--- src/rtl/led_pattern_sched.sv ---
// ---------------------------------------------------------------------------
// led_pattern_sched
//
// Priority scheduler for the single status LED of the fall-detection
// wearable. Three level requesters compete for the LED: fall alarm
// (highest), low-battery warning, and the normal heartbeat (lowest). The
// winner's pattern is sequenced into a registered PWM duty value. That
// value drives an active-low LED pin.
//
// Patterns:
//   ALARM   : fast blink, FAST_TICKS ticks at full scale, FAST_TICKS at 0
//   WARN    : slow blink, SLOW_TICKS ticks at full scale, SLOW_TICKS at 0
//   BREATHE : triangle 0..FS..0, one duty step per tick, period 2*FS ticks
//   IDLE    : dark
//
// Parameters:
//   CLK_FREQ   - input clock in Hz, only used to derive the TICK_DIV default
//   PWM_WIDTH  - width of the duty value and of the PWM counter
//   TICK_DIV   - clk cycles per pattern tick
//   FAST_TICKS - alarm on/off phase length in ticks
//   SLOW_TICKS - warning on/off phase length in ticks
//
// Ports:
//   clk        in   system clock
//   rst_n      in   synchronous active-low reset
//   req[2:0]   in   level requests: [2] alarm, [1] warning, [0] heartbeat
//   alarm_ack  in   one-cycle pulse clearing the sticky alarm (latch build)
//   led        out  LED drive, active-low (0 = lit)
//   duty       out  current brightness
//   active_src out  0 none, 1 heartbeat, 2 warning, 3 alarm
//   busy       out  high whenever a pattern is being shown
//
// Build option:
//   LED_ALARM_LATCH_EN - when defined, a rising alarm request sets a sticky
//   latch. The alarm keeps showing after req[2] falls, until alarm_ack.
//   When undefined, the alarm is level-sensitive and alarm_ack is ignored.
// ---------------------------------------------------------------------------
module led_pattern_sched #(
  parameter int CLK_FREQ   = 50_000_000,
  parameter int PWM_WIDTH  = 8,
  parameter int TICK_DIV   = CLK_FREQ / 512,
  parameter int FAST_TICKS = 64,
  parameter int SLOW_TICKS = 256
) (
  input  logic                 clk,
  input  logic                 rst_n,
  input  logic [2:0]           req,
  input  logic                 alarm_ack,
  output logic                 led,
  output logic [PWM_WIDTH-1:0] duty,
  output logic [1:0]           active_src,
  output logic                 busy
);

  // Full-scale duty and the +1 step constant.
  localparam logic [PWM_WIDTH-1:0] FS      = {PWM_WIDTH{1'b1}};
  localparam logic [PWM_WIDTH-1:0] DUTY_ONE = PWM_WIDTH'(1);

  // The tick prescaler is sized from TICK_DIV.
  localparam int             TCW       = (TICK_DIV > 1) ? $clog2(TICK_DIV) : 1;
  localparam logic [TCW-1:0] TICK_LAST = TCW'(TICK_DIV - 1);

  // A single phase counter serves both blink patterns, so size it for the longer one.
  localparam int             MAXPH     = (SLOW_TICKS > FAST_TICKS) ? SLOW_TICKS : FAST_TICKS;
  localparam int             PHW       = (MAXPH > 1) ? $clog2(MAXPH) : 1;
  localparam logic [PHW-1:0] FAST_LAST = PHW'(FAST_TICKS - 1);
  localparam logic [PHW-1:0] SLOW_LAST = PHW'(SLOW_TICKS - 1);

  // Encodings equal the active_src code and the priority order. That
  // allows plain magnitude compares for preemption.
  typedef enum logic [1:0] {
    S_IDLE    = 2'd0,
    S_BREATHE = 2'd1,
    S_WARN    = 2'd2,
    S_ALARM   = 2'd3
  } state_t;

  logic [2:0]           r_req;
  logic [TCW-1:0]       r_tick_cnt;
  logic                 w_tick;
  logic                 w_tick_clr;
  logic [PWM_WIDTH-1:0] r_pcnt;
  logic                 r_led;

  state_t               r_state;
  state_t               w_state_nxt;
  state_t               w_winner;
  logic [PWM_WIDTH-1:0] r_duty;
  logic [PWM_WIDTH-1:0] w_duty_nxt;
  logic [PHW-1:0]       r_phase;
  logic [PHW-1:0]       w_phase_nxt;
  logic [PHW-1:0]       w_phase_last;
  logic                 r_on;
  logic                 w_on_nxt;
  logic                 r_dir_up;
  logic                 w_dir_up_nxt;
  logic                 w_enter;
  logic                 w_alarm_req;

  // Input capture, tick prescaler, PWM counter and LED pin register.
  // The prescaler restarts whenever a pattern is entered. The first phase
  // of a newly entered pattern is therefore always a whole number of ticks
  // long, regardless of where the free-running divider happened to be.
  always_ff @(posedge clk) begin
    if (!rst_n) begin
      r_req      <= '0;
      r_tick_cnt <= '0;
      r_pcnt     <= '0;
      r_led      <= 1'b1;
    end else begin
      r_req <= req;
      if (w_tick_clr || w_tick) begin
        r_tick_cnt <= '0;
      end else begin
        r_tick_cnt <= r_tick_cnt + 1'b1;
      end
      r_pcnt <= r_pcnt + 1'b1;
      r_led  <= ~(r_pcnt < r_duty);
    end
  end

  assign w_tick = (r_tick_cnt == TICK_LAST);

`ifdef LED_ALARM_LATCH_EN
  logic r_req2_d;
  logic r_alarm_latch;
  logic w_alarm_rise;

  // The rising edge counts as an alarm request in the same cycle it is
  // seen. This keeps the alarm at the same two-cycle latency as the other
  // requests. A rise that coincides with an ack keeps the latch set.
  assign w_alarm_rise = r_req[2] & ~r_req2_d;
  assign w_alarm_req  = r_alarm_latch | w_alarm_rise;

  // Sticky alarm latch: set on a rising alarm request, cleared by ack.
  always_ff @(posedge clk) begin
    if (!rst_n) begin
      r_req2_d      <= 1'b0;
      r_alarm_latch <= 1'b0;
    end else begin
      r_req2_d      <= r_req[2];
      r_alarm_latch <= w_alarm_rise | (r_alarm_latch & ~alarm_ack);
    end
  end
`else
  logic w_unused_ack;

  assign w_unused_ack = alarm_ack;
  assign w_alarm_req  = r_req[2];
`endif

  // Highest set request wins. IDLE means nobody is asking.
  always_comb begin
    if (w_alarm_req) begin
      w_winner = S_ALARM;
    end else if (r_req[1]) begin
      w_winner = S_WARN;
    end else if (r_req[0]) begin
      w_winner = S_BREATHE;
    end else begin
      w_winner = S_IDLE;
    end
  end

  // State register, together with the pattern datapath that changes in
  // lock-step with it.
  always_ff @(posedge clk) begin
    if (!rst_n) begin
      r_state  <= S_IDLE;
      r_duty   <= '0;
      r_phase  <= '0;
      r_on     <= 1'b0;
      r_dir_up <= 1'b1;
    end else begin
      r_state  <= w_state_nxt;
      r_duty   <= w_duty_nxt;
      r_phase  <= w_phase_nxt;
      r_on     <= w_on_nxt;
      r_dir_up <= w_dir_up_nxt;
    end
  end

  // Next-state and pattern sequencing.
  // A higher-priority winner preempts immediately. A lower one, or no
  // request, waits for the current pattern's boundary. For a blink, the
  // boundary is the tick that ends the off-phase. For breathing, it is a
  // tick seen while duty is 0. Because preemption is checked first, it
  // wins when it coincides with a boundary. If the winner equals the
  // current state at a boundary, the pattern simply continues without a
  // restart.
  always_comb begin
    w_state_nxt  = r_state;
    w_duty_nxt   = r_duty;
    w_phase_nxt  = r_phase;
    w_on_nxt     = r_on;
    w_dir_up_nxt = r_dir_up;
    w_tick_clr   = 1'b0;
    w_enter      = 1'b0;
    w_phase_last = (r_state == S_ALARM) ? FAST_LAST : SLOW_LAST;

    if (w_winner > r_state) begin
      w_enter = 1'b1;
    end else begin
      case (r_state)
        S_BREATHE: begin
          if (w_tick) begin
            if ((r_duty == '0) && (w_winner != S_BREATHE)) begin
              w_enter = 1'b1;
            end else if (r_dir_up) begin
              // Turn around on reaching full scale, so FS is held for one tick only.
              w_duty_nxt = r_duty + DUTY_ONE;
              if (r_duty == FS - DUTY_ONE) begin
                w_dir_up_nxt = 1'b0;
              end
            end else begin
              w_duty_nxt = r_duty - DUTY_ONE;
              if (r_duty == DUTY_ONE) begin
                w_dir_up_nxt = 1'b1;
              end
            end
          end
        end
        S_WARN, S_ALARM: begin
          if (w_tick) begin
            if (r_phase != w_phase_last) begin
              w_phase_nxt = r_phase + 1'b1;
            end else if (r_on) begin
              w_on_nxt    = 1'b0;
              w_duty_nxt  = '0;
              w_phase_nxt = '0;
            end else if (w_winner != r_state) begin
              w_enter = 1'b1;
            end else begin
              w_on_nxt    = 1'b1;
              w_duty_nxt  = FS;
              w_phase_nxt = '0;
            end
          end
        end
        default: begin
        end
      endcase
    end

    // Common entry rules: blinks start lit, breathing starts dark and rising.
    if (w_enter) begin
      w_state_nxt  = w_winner;
      w_phase_nxt  = '0;
      w_on_nxt     = 1'b1;
      w_dir_up_nxt = 1'b1;
      w_tick_clr   = 1'b1;
      w_duty_nxt   = ((w_winner == S_ALARM) || (w_winner == S_WARN)) ? FS : '0;
    end
  end

  // Outputs decoded from the state. Duty and the LED pin come straight
  // from their registers.
  always_comb begin
    active_src = r_state;
    busy       = (r_state != S_IDLE);
  end

  assign duty = r_duty;
  assign led  = r_led;

endmodule
--- config.mk ---
export PLATFORM = sky130hd
export DESIGN_NAME = led_pattern_sched
export DESIGN_NICKNAME = d
export VERILOG_FILES = /design/src/rtl/led_pattern_sched.sv
export SDC_FILE = /design/constraint.sdc
export NUM_CORES = 1
export LEC_CHECK = 0
export CORE_MARGIN = 2
export CORE_UTILIZATION = 48
export CTS_CLUSTER_SIZE = 30
export DETAILED_ROUTE_END_ITERATION = 6
export PLACE_DENSITY = 0.75
export SLEW_MARGIN = 30
export SYNTH_ARGS = -nofsm -noshare
export SYNTH_HDL_FRONTEND = slang
export SYNTH_SLANG_ARGS = --single-unit
--- constraint.sdc ---
create_clock -name clk -period 2.95 [get_ports clk]
set_input_delay 0.59 -clock clk [delete_from_list [all_inputs] [get_ports clk]]
set_output_delay 0.59 -clock clk [all_outputs]
set_load 0.05 [all_outputs]
# Word level (Yosys, flattened, before mapping)
# Index checks and enable logic that the tools add are counted.
[totals] regBits=49 latch_bits=0 ramBits=0 rom_bits=0 inputBits=6 output_inout_bits=12 word_cells=91 memories=0
[classes] addsub=5 mul=0 div=0 order_cmp=2 n_eq_ne=19 shifts=0 muxes=37 bitwise=4 reduce_logical=15
[op_table] cell="2-to-1 mux 8 bit" count=14
[op_table] cell="adder 8 x 1 -> 8 bit, second input constant" count=3
[op_table] cell="2-to-1 mux 1 bit" count=19
[op_table] cell="adder 17 x 1 -> 17 bit, second input constant" count=1
[op_table] cell="equality test 17 bit, second input constant" count=1
[op_table] cell="one-hot mux 8 bit (2 select lines)" count=1
[op_table] cell="!= test 3 bit, second input constant" count=5
[op_table] cell="AND reduction 4 bit" count=3
[op_table] cell="equality test 2 bit, second input constant" count=4
[op_table] cell="equality test 8 x 1 -> 1 bit, second input constant" count=1
[op_table] cell="equality test 8 bit, second input constant" count=1
[op_table] cell="logical NOT 8 bit" count=1
[op_table] cell="< comparator 8 bit" count=1
[op_table] cell="!= test 8 bit" count=1
[op_table] cell="subtractor 8 x 1 -> 8 bit, second input constant" count=1
[op_table] cell="AND reduction 7 bit" count=1
[op_table] cell="nonzero test 2 bit" count=3
[op_table] cell="OR reduction 2 bit" count=3
[op_table] cell="2-to-1 mux 2 bit" count=2
[op_table] cell="!= test 2 bit, second input constant" count=2
[op_table] cell="!= test 4 bit, second input constant" count=1
[op_table] cell="NOT 1 bit" count=4
[op_table] cell="nonzero test 3 bit" count=1
[op_table] cell="equality test 2 x 1 -> 1 bit, second input constant" count=1
[op_table] cell="6 further kinds" count=7

# Longest topological paths before layout
# Gate-level depths: netlist of the first run.
[depth] ltp_word=13 ltp_mapped=9 depth_no_buf=9

# Least setup slack after synthesis of the first run
# No wires, ideal clock.
[synth_path] path_kind="register to register" startpoint="register r_state[1] (netlist: active_src[1])" endpoint="register r_phase[6]" setup_time_ns=0.115 arrival_time_ns=2.699 required_time_ns=2.835 slack_ns=0.136 path_stages_with_launch=10 n_path_buf=1 period_less_slack_ns=2.814 cell_sequence="dfxtp_1 -> buf_2 -> inv_1 -> ha_1 -> a21o_1 -> a2111o_1 -> a2111oi_4 -> nand3b_1 -> a31oi_1 -> o21a_1"
[synth_between] elab_chain_cells=8 elab_cells_between_ends=19 classes_between="order compare (1); eq/ne (6); mux (8); bitwise (1); reduce/logical (3)"
[synth_lines] element="start: declaration" line="85" rtl="state_t r_state;"
[synth_lines] element="start signal: assignment" line="175" rtl="r_state <= w_state_nxt;"
[synth_lines] element="equality test 2 bit / != test 2 bit (equally long branches)" line="199, 204, 231"
[synth_lines] element="2-to-1 mux 8 bit / 2-to-1 mux 1 bit (equally long branches)" line="199, 231"
[synth_lines] element="!= test 8 bit / 2-to-1 mux 1 bit (equally long branches)" line="225, 227"
[synth_lines] element="2-to-1 mux 1 bit" line="225" rtl="if (r_phase != w_phase_last) begin"
[synth_lines] element="2-to-1 mux 1 bit" line="224" rtl="if (w_tick) begin"
[synth_lines] element="one-hot mux 1 bit (2 select lines)" line="204" rtl="case (r_state)"
[synth_lines] element="2-to-1 mux 1 bit" line="201" rtl="if (w_winner > r_state) begin"
[synth_lines] element="OR reduction 2 bit (no source line)"
[synth_lines] element="end signal: assignment" line="177" rtl="r_phase <= w_phase_nxt;"
[synth_lines] element="end: declaration" line="90" rtl="logic [PHW-1:0] r_phase;"
# Several ways; a longest one is shown, not always the timed one.
# A chain may end at the register's enable or synchronous reset.

# Worst setup path in the final report of the first run
[layout_path] startpoint="register r_req[1]" endpoint="register r_phase[6]"
[layout_between] elab_chain_cells=10 elab_cells_between_ends=18 classes_between="order compare (1); eq/ne (3); mux (10); bitwise (1); reduce/logical (3)"
[layout_lines] element="start: declaration" line="78" rtl="logic [2:0] r_req;"
[layout_lines] element="start signal: assignment" line="111" rtl="r_req <= req;"
[layout_lines] element="2-to-1 mux 2 bit (*)" line="156" rtl="end else if (r_req[1]) begin"
[layout_lines] element="2-to-1 mux 2 bit (*)" line="154" rtl="if (w_alarm_req) begin"
[layout_lines] element="!= test 2 bit" line="231" rtl="end else if (w_winner != r_state) begin"
[layout_lines] element="2-to-1 mux 1 bit" line="231"
[layout_lines] element="2-to-1 mux 1 bit" line="227" rtl="end else if (r_on) begin"
[layout_lines] element="2-to-1 mux 1 bit" line="225"
[layout_lines] element="2-to-1 mux 1 bit" line="224"
[layout_lines] element="one-hot mux 1 bit (2 select lines)" line="204"
[layout_lines] element="2-to-1 mux 1 bit" line="201"
[layout_lines] element="OR reduction 2 bit (no source line)"
# Mark *: on every way between the ends. The rest lies on a longest branch, timed or not.

==> flow_metrics.tcl, run 1 <==
set metrics [dict create \
    io_buffers 16 \
    hold_buffers 0 \
    grt_use_total_pct 18.1 \
    hpwlAfterDp_um 3860 \
    period_share_pct 89.2 \
    synth_area_leaders "dfxtp_1 35%, ha_1 7.7%, nand3_1 5.4%" \
    power_switching_mw 1.00 \
    clkLatencyLatePin_ns 0.30 \
    vias 2304 \
    cp.arrival_ns 2.83 \
    fillerInstances 513 \
    fin_ws_ns 0.319 \
    drt_iter0_drc 212 \
    synth-edff-count 0 \
    async_reset_ff_share_pct 0 \
    final.setup.tns_ns 0 \
    hold_class "reg2reg" \
    antenna_left 0 \
    hold_viol 0 \
    grt_overflow_total 0 \
    wl_per_cell_um 13.2 \
    synth_nets 352 \
    cts_setup_buffers 0 \
    htree_levels 2 \
    finalCriticalPeriod_ns 2.63 \
    skew_ns 0.0102 \
    syn_area_sq_um 2770 \
    area_delta_synth_final_pct 13.0 \
    p_clk_share_pct 23.1 \
    io_pins 18 \
    max-vdd-ir-drop_mv 0.456 \
    cts_root_buf "clkbuf_8" \
    p_sw_share_pct 41.1 \
    clkSlewWorstSetupHoldPaths_ns 0.09 \
    p_per_area_nw_per_um2 782 \
    ys_warn_count 0 \
    dp_slack_ns 0.324 \
    nets 364 \
    setup_viol 0 \
    holdPathEnd "r_tick_cnt[0]$_SDFF_PP0_" \
    yosysSeqAreaShare_pct 35.5 \
    antenna_found_initial 0 \
    dieArea_sq_um 6390 \
    clock_sinks 49 \
    tightestPinTransition_ns 0.628 \
    ff2ff_path_depth 9 \
    initial_core_util_pct 49.9 \
    ys_seq_elements 49 \
    p_int_mw 1.44 \
    antenna_cells 0 \
    wl_um 5460 \
    crit_type "reg2reg" \
    cp_max_fo 9 \
    grt_pass1_wl_um 9390 \
    post-synth-top-area-cell "dfxtp_1" \
    cts_buffers 5 \
    die_x_um 79.9 \
    synthDistinctLibCells 54 \
    slew_viol_final 0 \
    cts_max_path_buffers 2 \
    timing.rr.start "r_req[1]$_SDFF_PN0_" \
    whs_path_depth 1 \
    rsz0062_at_grt "no" \
    end_kind "flop" \
    std_cell_rows 27 \
    netlist.area_leader.share_pct 35.5 \
    holdCritStartpoint "r_tick_cnt[0]$_SDFF_PP0_" \
    pwr-share-seq_pct 34.8 \
    required_ns 3.15 \
    fmax_mhz 380 \
    startpoint_type "flop" \
    reg2reg_to "r_phase[6]$_SDFFE_PP0P_" \
    routed_via_density 5.57 \
    ys.flop_type "dfxtp_1" \
    ctsResizeCount 0 \
    drc_errors 0 \
    status "finished, final reports clean" \
    cts_tree "built" \
    maxCapViolations 0 \
    die_y_um 79.9 \
    core_area_sq_um 5540 \
    p_leak_nw 1.14 \
    drive_gt1_share_pct 6.14 \
    final_common_cell "dfxtp_1" \
    comb_power_share_pct 42.1 \
    ff2ff_setup_slack_ns 0.32 \
    gp_congestion 0.819 \
    drt_first_pass_iters 4 \
    max_slew_margin_pct 58.0 \
    netlist_instances 329 \
    synth.avg_cell_area_sq_um 8.41 \
    mostFrequentLayoutCells "49 x dfxtp_1, 30 x nand3_1, 29 x nor2_1, 22 x nand2_1" \
    grt_pass1_vias 2078 \
    grt_max_degree 33 \
]
through the flow:
step | util, % | area [sq um] | cells | power, mW | hold slack [ns]
6_report | 56.4 | 3130 | 414 | 2.45 | 0.450
5_1_grt | 56.4 | 3130 | 414 | 2.60 | 0.495
4_1_cts | 56.4 | 3130 | 414 | 2.45 | 0.450
3_5_place_dp | 54.0 | 2990 | 406 | 1.89 | 0.432
3_3_place_gp | 54.0 | 2990 | 406 | 1.86 | 0.430
2_1_floorplan | - | 2770 | 329 | 1.59 | 0.413
routing by layer:
metal / track usage, % / wire (um)
met4: 4.92 / 29
met5: 0 / 0
met2: 28.2 / 2510
met1: 25.3 / 2740
met3: 4.07 / 179
cells in the mapped netlist (all sizes together), types with 2 or more instances:
| master | n |
|---|---|
| a21o | 4 |
| a21oi | 11 |
| a31oi | 3 |
| and2 | 11 |
| and3 | 7 |
| buf | 2 |
| clkbuf | 13 |
| dfxtp | 49 |
| ha | 17 |
| inv | 17 |
| nand2 | 22 |
| nand2b | 2 |
| nand3 | 30 |
| nand3b | 4 |
| nand4 | 11 |
| nand4b | 2 |
| nor2 | 30 |
| nor2b | 6 |
| nor3 | 6 |
| nor3b | 7 |
| o2111ai | 5 |
| o21a | 2 |
| o21ai | 11 |
| o31a | 2 |
| or3 | 7 |
| or3b | 3 |
| or4 | 3 |
| xnor2 | 10 |
| xor2 | 12 |
worst max-delay path by stage:
stage	start	to	slack [ns]	cells past startpoint
floorplan	active_src[1]$_SDFFE_PN0P_	r_phase[6]$_SDFFE_PP0P_	0.14	9
global placement	r_req[1]$_SDFF_PN0_	r_phase[6]$_SDFFE_PP0P_	0.35	9
detailed placement	r_req[1]$_SDFF_PN0_	r_phase[6]$_SDFFE_PP0P_	0.32	9
CTS	r_req[1]$_SDFF_PN0_	r_phase[6]$_SDFFE_PP0P_	0.30	9
global route	r_req[1]$_SDFF_PN0_	r_phase[6]$_SDFFE_PP0P_	0.12	9
finish	r_req[1]$_SDFF_PN0_	r_phase[6]$_SDFFE_PP0P_	0.32	9
registers in the layout, indices dropped and copies added, names as in the netlist:
signal and cells:
r_tick_cnt 17, duty 8, r_pcnt 8, r_phase 8, r_req 3, active_src 2
led 1, r_dir_up 1, r_on 1
power groups by stage:
stage / Combinational, mW / Clock, mW / Sequential (mW)
2_1_floorplan: 0.594 / 0 / 0.991
3_3_place_gp: 1.00 / 0 / 0.861
3_5_place_dp: 1.03 / 0 / 0.862
4_1_cts: 1.03 / 0.576 / 0.847
5_1_grt: 1.12 / 0.611 / 0.863
6_report: 1.03 / 0.566 / 0.850
cells by family after synthesis:
logic type	synth area share [%]
compound gates	13.4
flops	35.5
simple gates	31.3
mux	0.769
buf+inv	4.43
fa+ha+maj	7.69
xor+xnor	6.97
layout make-up:
cell class / count / area [sq um] / area share (%)
clock buffers: 5 / 68.8 / 2.20
clock inverters: 3 / 65.1 / 2.08
inverters: 17 / 63.8 / 2.04
multi-input cells: 248 / 1670 / 53.3
flip-flops and latches: 49 / 981 / 31.4
well taps: 72 / 90.1 / 2.88
repair buffers: 20 / 190 / 6.08
worst max-delay path: stages (launching register included):
cell and delay [ns]:
dfxtp_1 0.35, inv_1 0.04, a21oi_1 0.20, ha_1 0.29, a21o_1 0.18, a2111o_1 0.35, a2111oi_4 0.53, nand3b_1 0.39
a31oi_1 0.07, o21a_1 0.11
Power figures use the tool's default switching activity.
==> inputs of run 2 (changes only) <==
--- a/config.mk
+++ b/config.mk
@@ -5,7 +5,7 @@
 export SDC_FILE = /design/constraint.sdc
 export NUM_CORES = 1
 export LEC_CHECK = 0
-export CORE_MARGIN = 2
+export CORE_MARGIN = 5
 export CORE_UTILIZATION = 48
 export CTS_CLUSTER_SIZE = 30
 export DETAILED_ROUTE_END_ITERATION = 6
==> flow_metrics.tcl, run 2 (synthesis gave the netlist of run 1 again) <==
set metrics [dict create \
    status "finished, final reports clean" \
    htree_levels 2 \
    antenna_found_initial 0 \
    comb_power_share_pct 45.1 \
    crit_family "compound AO/OA/AOI/OAI gates" \
    cts_tree "built" \
    cts_root_buf "clkbuf_8" \
    core_area_sq_um 5540 \
    p_leak_nw 1.12 \
    timing.rr.start "r_req[1]$_SDFF_PN0_" \
    antenna_left 0 \
    gr-max-usage-layer "met2" \
    startpoint_type "flop" \
    drive_gt1_share_pct 5.57 \
    cp_max_fo 9 \
    gp_congestion 0.819 \
    io_pins 18 \
    path_cells "inv_1 > a21oi_1 > ha_1 > a21o_1 > a2111o_1 > a2111oi_4 > nand3b_1 > a31oi_1 > o21a_1" \
    std_cell_rows 27 \
    tightestPinTransition_ns 0.623 \
    holdCritStartpoint "r_tick_cnt[0]$_SDFF_PP0_" \
    clkSlewWorstSetupHoldPaths_ns 0.08 \
    cts_setup_buffers 0 \
    rsz0062_at_grt "no" \
    end_kind "flop" \
    hold_class "reg2reg" \
    initial_core_util_pct 49.9 \
    cts_max_path_buffers 2 \
    required_ns 3.15 \
    critPathBufInv 1 \
    period_share_pct 90.7 \
    place_area_sq_um 2990 \
    finalCriticalPeriod_ns 2.67 \
    skew_ns 0.00678 \
    power_switching_mw 0.958 \
    fin_ws_ns 0.275 \
    slew_viol_final 0 \
    met2_usage_pct 23.0 \
    max-vdd-ir-drop_mv 0.460 \
    dieArea_sq_um 7380 \
    multiInputGateArea_sq_um 1670 \
    dp_slack_ns 0.305 \
    grtUsageMet1_pct 19.2 \
    grt_pass1_wl_um 8910 \
    pwr-share-seq_pct 37.6 \
    die_x_um 85.9 \
    hold_viol 0 \
    final.setup.tns_ns 0 \
    hold_buffers 0 \
    regArea_sq_um 981 \
    vias 2290 \
    cts_buffers 5 \
    drt_iter0_drc 140 \
    slowest_delay_ns 0.52 \
    drc_errors 0 \
    largest_reg_flops 17 \
    hpwlAfterDp_um 3740 \
    fmax_mhz 374 \
    setup_viol 0 \
    clock_sinks 49 \
    p_int_mw 1.29 \
    cp.arrival_ns 2.87 \
    p_clk_share_pct 17.3 \
    wl_um 5140 \
    p_sw_share_pct 42.6 \
    use_met3_pct 3.65 \
    antenna_cells 0 \
    postLayoutCellArea_sq_um 3080 \
    fillerInstances 515 \
    grt_max_degree 33 \
    fin_util_pct 55.6 \
    die_y_um 85.9 \
    max_slew_margin_pct 58.4 \
    crit_type "reg2reg" \
    drt_first_pass_iters 4 \
    io_buffers 16 \
    routed_via_density 5.54 \
    maxCapViolations 0 \
    crit_start "r_req[1]$_SDFF_PN0_" \
    final_common_cell "dfxtp_1" \
    nets 364 \
    area_delta_synth_final_pct 11.3 \
    wl_per_cell_um 12.5 \
    p_per_area_nw_per_um2 730 \
    clkLatencyLatePin_ns 0.30 \
    grt_use_total_pct 14.5 \
    ctsResizeCount 0 \
    grt_pass1_vias 2053 \
    grt_overflow_total 0 \
    largest-register "r_tick_cnt" \
    cpMaxStageDelayCell "a2111oi_4" \
    mostFrequentLayoutCells "49 x dfxtp_1, 30 x nand3_1, 29 x nor2_1, 22 x nand2_1" \
]
-- run 2: area by class of cell --
class / count / area share, %
inverter: 17 / 2.07
multi-input combinational: 248 / 54.2
tap: 72 / 2.93
clock buffer: 7 / 2.80
timing repair buffer: 20 / 6.18
sequential: 49 / 31.9
-- run 2: metrics by stage --
step / cells / hold WS [ns] / total power [mW]
detailed placement: 406 / 0.432 / 1.88
global route: 413 / 0.495 / 2.42
CTS: 413 / 0.444 / 2.27
global placement: 406 / 0.429 / 1.86
finish: 413 / 0.440 / 2.25
floorplan: 329 / 0.413 / 1.59
-- run 2: routing by layer --
| layer | wire length (um) | vias up |
|---|---|---|
| li1 | - | 1193 |
| met1 | 2510 | 1044 |
| met2 | 2290 | 45 |
| met3 | 260 | 8 |
| met4 | 77 | 0 |
| met5 | 0 | - |
-- run 2: power by group through the flow --
| stage | clock [mW] | combinational (mW) | sequential, mW |
|---|---|---|---|
| floorplan | 0 | 0.594 | 0.991 |
| global route | 0.437 | 1.11 | 0.867 |
| detailed placement | 0 | 1.01 | 0.863 |
| CTS | 0.407 | 1.02 | 0.848 |
| global placement | 0 | 1.00 | 0.860 |
| finish | 0.388 | 1.01 | 0.846 |
-- run 2: final timing paths --
check / endpoint / slack, ns / depth (start not counted)
min reg2reg: r_tick_cnt[0]$_SDFF_PP0_ / 0.44 / 1
max: r_phase[6]$_SDFFE_PP0P_ / 0.28 / 9
min: r_tick_cnt[0]$_SDFF_PP0_ / 0.44 / 1
max reg2reg: r_phase[6]$_SDFFE_PP0P_ / 0.28 / 9
-- run 2: worst reg2reg max path: stages, from the launching register on --
cell	delay, ns
dfxtp_1	0.35
inv_1	0.05
a21oi_1	0.21
ha_1	0.29
a21o_1	0.18
a2111o_1	0.36
a2111oi_4	0.52
nand3b_1	0.41
a31oi_1	0.09
o21a_1	0.13
==> inputs of run 3 (changes only) <==
--- a/config.mk
+++ b/config.mk
@@ -5,11 +5,12 @@
 export SDC_FILE = /design/constraint.sdc
 export NUM_CORES = 1
 export LEC_CHECK = 0
+export CAP_MARGIN = 10
 export CORE_MARGIN = 5
-export CORE_UTILIZATION = 48
+export CORE_UTILIZATION = 45
 export CTS_CLUSTER_SIZE = 30
 export DETAILED_ROUTE_END_ITERATION = 6
-export PLACE_DENSITY = 0.75
+export PLACE_DENSITY = 0.71
 export SLEW_MARGIN = 30
 export SYNTH_ARGS = -nofsm -noshare
 export SYNTH_HDL_FRONTEND = slang
==> flow_metrics.tcl, run 3 (synthesis gave the netlist of run 1 again) <==
set metrics [dict create \
    period_share_pct 88.8 \
    crit_type "reg2reg" \
    holdCritStartpoint "r_tick_cnt[0]$_SDFF_PP0_" \
    setup_viol 0 \
    initial_core_util_pct 46.4 \
    crit_family "compound AO/OA/AOI/OAI gates" \
    clkLatencyLatePin_ns 0.30 \
    die_x_um 88.4 \
    timing.rr.start "r_req[1]$_SDFF_PN0_" \
    clkSlewWorstSetupHoldPaths_ns 0.10 \
    drc_errors 0 \
    final.setup.tns_ns 0 \
    maxCapViolations 0 \
    final_common_cell "dfxtp_1" \
    skew_ns 0.0115 \
    antenna_cells 0 \
    io_pins 18 \
    path_cells "inv_1 > a21oi_1 > ha_1 > a21o_1 > a2111o_1 > a2111oi_4 > nand3b_1 > a31oi_1 > o21a_1" \
    tightestPinTransition_ns 0.634 \
    required_ns 3.16 \
    area_delta_synth_final_pct 13.2 \
    routed_via_density 5.47 \
    finalCriticalPeriod_ns 2.62 \
    cts_tree "built" \
    cts_setup_buffers 0 \
    max-vdd-ir-drop_mv 0.378 \
    dp_slack_ns 0.331 \
    htree_levels 2 \
    grt_use_total_pct 15.3 \
    fillerInstances 600 \
    fmax_mhz 382 \
    hold_viol 0 \
    antenna_found_initial 0 \
    critPathBufInv 1 \
    ctsResizeCount 0 \
    cp.arrival_ns 2.83 \
    hold_ws_ns 0.446 \
    cp_max_fo 9 \
    die_y_um 88.4 \
    drive_gt1_share_pct 6.69 \
    drt_iter0_drc 119 \
    cts_buffers 5 \
    antenna_left 0 \
    std_cell_rows 28 \
    nets 366 \
    core_area_sq_um 5960 \
    max_slew_margin_pct 57.6 \
    fin_ws_ns 0.329 \
    p_per_area_nw_per_um2 760 \
    crit_start "r_req[1]$_SDFF_PN0_" \
    clock_sinks 49 \
    cpMaxStageDelayCell "a2111oi_4" \
    vias 2294 \
    hold_class "reg2reg" \
    grt_overflow_total 0 \
    hold_buffers 0 \
    startpoint_type "flop" \
    largest_reg_flops 17 \
    wl_um 5420 \
    status "finished, final reports clean" \
    wl_per_cell_um 12.9 \
    grt_pass1_wl_um 9560 \
    grt_max_degree 33 \
    cts_root_buf "clkbuf_8" \
    grt_pass1_vias 2221 \
    slowest_delay_ns 0.51 \
    dieArea_sq_um 7820 \
    mostFrequentLayoutCells "49 x dfxtp_1, 30 x nand3_1, 29 x nor2_1, 22 x nand2_1" \
    cts_max_path_buffers 2 \
    gp_congestion 0.774 \
    hpwlAfterDp_um 3910 \
    power_mw 2.38 \
    io_buffers 16 \
    rsz0062_at_grt "no" \
    drt_first_pass_iters 4 \
    p_leak_nw 1.14 \
    largest-register "r_tick_cnt" \
    slew_viol_final 0 \
    end_kind "flop" \
]
[run 3: cell count changes in the layout (fill, tap and decap cells not counted), sizes merged]
cell / delta
buf: +2
bufinv: +1
clkbuf: -1
clkinvlp: +1
[run 3: final cells by class]
class,count,area [sq um],share of cell area [%]
well taps,75,93.8,3.00
clock inverters,2,37.5,1.20
repair buffers,22,205,6.55
inverters,17,63.8,2.04
flip-flops and latches,49,981,31.3
clock buffers,6,82.6,2.64
multi-input cells,248,1670,53.3
[run 3: final timing paths]
| kind | cells past startpoint | slack, ns | endpoint |
|---|---|---|---|
| worst max-delay path | 9 | 0.33 | r_phase[6]$_SDFFE_PP0P_ |
| worst min-delay path | 1 | 0.45 | r_tick_cnt[0]$_SDFF_PP0_ |
| worst max register to register | 9 | 0.33 | r_phase[6]$_SDFFE_PP0P_ |
| worst min register to register | 1 | 0.45 | r_tick_cnt[0]$_SDFF_PP0_ |
[run 3: power breakdown]
part,switching (mW),internal [mW]
Clock,0.226,0.276
Sequential,0.112,0.738
Combinational,0.653,0.377
[run 3: metal layers]
metal	track usage [%]	routed length [um]	up-vias
li1	-	-	1197
met1	20.2	2730	1065
met2	24.2	2430	26
met3	3.54	192	6
met4	5.77	72	0
met5	0	0	-
[run 3: stage by stage]
stage,utilization (%),cells,cell area [sq um]
2_1_floorplan,-,329,2770
3_3_place_gp,50.6,411,3010
3_5_place_dp,50.6,411,3010
4_1_cts,52.6,419,3130
5_1_grt,52.6,419,3130
6_report,52.6,419,3130
